### config.mk
export PLATFORM = sky130hd
export DESIGN_NAME = logic_unit_arbiter
export DESIGN_NICKNAME = d
export VERILOG_FILES = /design/src/rtl/logic_unit_arbiter.sv
export SDC_FILE = /design/constraint.sdc
export NUM_CORES = 1
export LEC_CHECK = 0
export CAP_MARGIN = 20
export CORE_UTILIZATION = 47
export CTS_CLUSTER_SIZE = 20
export DETAILED_ROUTE_END_ITERATION = 8
export PLACE_DENSITY = 0.82
export SYNTH_ARGS = -nofsm -noshare
export SYNTH_HDL_FRONTEND = slang
export SYNTH_SLANG_ARGS = --single-unit
### constraint.sdc
create_clock -name clk -period 2.4 [get_ports clk]
set_input_delay 0.6 -clock clk [delete_from_list [all_inputs] [get_ports clk]]
set_output_delay 0.6 -clock clk [all_outputs]
set_load 0.1 [all_outputs]
### src/rtl/logic_unit_arbiter.sv
// rtl/logic_unit_arbiter.sv - round-robin shared bitwise logic unit with valid/ready response
module logic_unit_arbiter #(
  parameter int NREQ  = 4,
  parameter int WIDTH = 8,
  localparam int IDW  = $clog2(NREQ)
) (
  input  logic                  clk,
  input  logic                  rst_n,
  input  logic [NREQ-1:0]       req,
  input  logic [3*NREQ-1:0]     op,
  input  logic [WIDTH*NREQ-1:0] a,
  input  logic [WIDTH*NREQ-1:0] b,
  output logic [NREQ-1:0]       gnt,
  output logic                  busy,
  output logic                  rsp_valid,
  input  logic                  rsp_ready,
  output logic [IDW-1:0]        rsp_id,
  output logic [WIDTH-1:0]      rsp_data
);

  typedef enum logic [1:0] {IDLE, EXEC, RESP} state_t;

  state_t           state_q;
  logic [NREQ-1:0]  gnt_q;
  logic             busy_q;
  logic             rsp_valid_q;
  logic [IDW-1:0]   rsp_id_q;
  logic [WIDTH-1:0] rsp_data_q;
  logic [IDW-1:0]   rr_ptr_q;
  logic [2:0]       op_q;
  logic [WIDTH-1:0] a_q;
  logic [WIDTH-1:0] b_q;

  logic             found_d;
  logic [IDW-1:0]   win_d;
  logic [IDW-1:0]   rr_ptr_d;
  logic [WIDTH-1:0] result_d;

  // First pending request at or above rr_ptr, wrapping around.
  always_comb begin
    int j;
    j       = 0;
    found_d = 1'b0;
    win_d   = '0;
    for (int k = 0; k < NREQ; k++) begin
      j = int'(rr_ptr_q) + k;
      if (j >= NREQ) j = j - NREQ;
      if (!found_d && req[j]) begin
        found_d = 1'b1;
        win_d   = IDW'(j);
      end
    end
    rr_ptr_d = (win_d == IDW'(NREQ - 1)) ? '0 : win_d + IDW'(1);
  end

  always_comb begin
    result_d = '0;
    case (op_q)
      3'd0: result_d = ~a_q;
      3'd1: result_d = ~b_q;
      3'd2: result_d = a_q | b_q;
      3'd3: result_d = a_q & b_q;
      3'd4: result_d = a_q ^ b_q;
      3'd5: result_d = ~(a_q | b_q);
      3'd6: result_d = ~(a_q & b_q);
      3'd7: result_d = ~(a_q ^ b_q);
      default: result_d = '0;
    endcase
  end

  always_ff @(posedge clk) begin
    if (!rst_n) begin
      state_q     <= IDLE;
      gnt_q       <= '0;
      busy_q      <= 1'b0;
      rsp_valid_q <= 1'b0;
      rsp_id_q    <= '0;
      rsp_data_q  <= '0;
      rr_ptr_q    <= '0;
      op_q        <= '0;
      a_q         <= '0;
      b_q         <= '0;
    end else begin
      case (state_q)
        IDLE: begin
          if (found_d) begin
            gnt_q    <= NREQ'(1) << win_d;
            op_q     <= op[3*win_d +: 3];
            a_q      <= a[WIDTH*win_d +: WIDTH];
            b_q      <= b[WIDTH*win_d +: WIDTH];
            rsp_id_q <= win_d;
            rr_ptr_q <= rr_ptr_d;
            busy_q   <= 1'b1;
            state_q  <= EXEC;
          end
        end
        EXEC: begin
          gnt_q       <= '0;
          rsp_data_q  <= result_d;
          rsp_valid_q <= 1'b1;
          state_q     <= RESP;
        end
        RESP: begin
          if (rsp_ready) begin
            rsp_valid_q <= 1'b0;
            busy_q      <= 1'b0;
            state_q     <= IDLE;
          end
        end
        default: state_q <= IDLE;
      endcase
    end
  end

  assign gnt       = gnt_q;
  assign busy      = busy_q;
  assign rsp_valid = rsp_valid_q;
  assign rsp_id    = rsp_id_q;
  assign rsp_data  = rsp_data_q;

endmodule
==> results.toml <==
[floorplan]
core_um2 = 5990
design.portCount = 99
num_rows = 28
start_util_pct = 49.4
die_y_um = 81.3
die_w_um = 81.3
die_area_um2 = 6610

[cells_and_area]
post-route-util_pct = 70.6
finish.net_count = 537
drive_above_1_share_pct = 18.9
final_area_um2 = 4230
num_antenna_cells = 0
fillCellCount = 470
syn_to_final_growth_pct = 43.0

[power]
fin_total_pwr_mw = 3.00
power.density_nw_per_um2 = 709
ir_worst_vdd_v = 0.000482
p_leak_nw = 1.77

[timing]
fin_tns_setup_ns = 0
clock_skew_ns = 0.00877
drv_slew = 0
finalCritPeriodShare_pct = 96.5
rsz0062_at_grt = "no"
hold_viol_final = 0
min_period_ns = 2.32
setup_violations = 0
slew_headroom_pct = 59.9
layout_setup_ws_ns = 0.0834
tightest_slew_ns = 0.600
fmax_ghz = 0.432

[drt]
vias = 3158
firstDrtPassIters = 5
drt_iter0_drc = 187
remaining_drc_errors = 0
vias_per_cell = 6.16
routedWlPerCell_um = 18.0
drt-total-wl_mm = 9.23
route.antenna.remaining_nets = 0

[worst_setup_path]
endpoint_kind = "register"
arrival_ns = 2.48
required_ns = 2.57
worstSetupPathType = "in2reg"
path_max_fanout = 8
startpoint_type = "input port"

[placed_design]
portBuffers = 98
place_ws_ns = -0.469
hpwl_mm = 6.56
placed_area_um2 = 3980
gp_congestion = 0.822

[synth]
synthTopCellsByCount = "dfxtp_1 (39), a21oi_1 (27), inv_1 (25)"
synth_compound_area_share_pct = 28.7
synth_edf_count = 0
synth_area_um2 = 2960
synth_warnings = 0
ys_async_sr_fraction_pct = 0
synth_top_cells_by_area = "dfxtp_1 (26%), a221oi_2 (8.6%), mux2i_1 (8.1%), ha_1 (7.2%), a21oi_1 (4.6%)"
yosysTopAreaCell = "dfxtp_1"
synthSimpleGateAreaFrac_pct = 15.9
synth_top_family_by_area = "compound AO/OA/AOI/OAI gates"
synth.yosys.seq_area_share_pct = 26.4
synth_top_cell_area_share_pct = 26.4
synth_mux_area_share_pct = 11.9
yosys.area_share.adder_pct = 7.19
synth_xor_area_share_pct = 0
syn_avg_cell_area_um2 = 8.85
ys_seq_elements = 39
synth_ff_type = "dfxtp_1"
ys_types = 49
synthCells = 334
syn_nets = 434
yosysMostFrequentCell = "dfxtp_1"

[global_routing]
antenna_found_initial = 0
grt_max_degree = 23
grt_first_pass_wirelength_mm = 13.9
grt.total_usage_pct = 27.6
grt.overflow.total = 0
grt_pass1_vias = 2999

[clocking]
cts_hold_buf = 0
cts_buffers = 5
cts_tree = "built"
clkSlewWorstSetupHoldPaths_ns = 0.08
clk_latency_ns = 0.30
cts_root_buf = "clkbuf_8"
clock_path_buffers = 2
htreeDepth = 2
numClockSinks = 39

[run_status]
outcome = "finished, final reports clean"

[worst_hold_path]
min_path_type = "reg2reg"

[job]
drv_cap = 0
## registers in the layout, summed over array words and instances (netlist names)
| signal | count |
|---|---|
| a_q | 8 |
| b_q | 8 |
| rsp_data | 8 |
| gnt | 4 |
| op_q | 3 |
| rr_ptr_q | 2 |
| rsp_id | 2 |
| state_q | 2 |
| busy | 1 |
| rsp_valid | 1 |
## cells by family after synthesis
logic type,after synthesis
mux,30
flops,39
fa+ha+maj,17
simple gates,81
buf+inv,54
compound gates,113
## worst paths after layout
check / startpoint / endpoint / slack [ns] / cells after the start
hold / removal: rsp_data[2] / rsp_data[2] / 0.49 / 2
hold reg to reg: rsp_data[2] / rsp_data[2] / 0.49 / 2
setup / recovery: req[0] / b_q[0] / 0.08 / 8
setup reg to reg: a_q[6] / rsp_data[6] / 0.38 / 7
## worst max-delay path: stages
cell and delay [ns]:
clkdlybuf4s50_1 0.54, buf_4 0.15, nor4_4 0.04, buf_4 0.16, or3_1 0.35, buf_4 0.20
a221oi_2 0.31, o22ai_1 0.13
## metrics by stage
stage	hold WS, ns	cells
after global routing	0.516	513
after CTS	0.487	511
after floorplan	0.563	334
final	0.490	513
after global placement	0.460	500
after detailed placement	0.477	500
## layout by cell type, fill, tap and decap left out, types with 18 or more instances in the layout
master / instances
nand2_1: 19
a21oi_1: 27
inv_1: 25
mux2i_1: 24
buf_4: 37
o22ai_1: 18
and3_1: 19
dfxtp_1: 39
a221oi_2: 18
o21ai_0: 22
clkdlybuf4s50_1: 82
## layout make-up
| class | count | area (um^2) | share of cell area, % |
|---|---|---|---|
| Multi-Input combinational cell | 242 | 1940 | 45.8 |
| Timing Repair Buffer | 124 | 1190 | 28.1 |
| Sequential cell | 39 | 781 | 18.5 |
| Inverter | 25 | 93.8 | 2.22 |
| Tap cell | 75 | 93.8 | 2.22 |
| Clock buffer | 6 | 72.6 | 1.72 |
| Clock inverter | 2 | 60.1 | 1.42 |
## routing by layer
| layer | up-vias | track usage [%] | part of all wire (%) |
|---|---|---|---|
| met5 | - | 0 | 0 |
| met4 | 0 | 12.1 | 3.4 |
| met3 | 30 | 3.93 | 6.3 |
| met2 | 144 | 48.1 | 49 |
| met1 | 1525 | 33.3 | 41 |
| li1 | 1459 | - | - |
## power by group
group          switching, mW  internal, mW  leakage [nW]  total (mW)
clock                  0.244         0.416        0.0654       0.660
combinational          0.815         0.637          1.38        1.45
sequential             0.137         0.749         0.322       0.885
total                   1.20          1.80          1.77        3.00
## what timing repair did
action	CTS	global route
setup buffers	3	1
gates resized for setup	1	7
endpoints found under the setup margin	23	19
pin swaps	1	2
gates cloned	0	1
No activity file was read; power rests on OpenSTA's default activity.
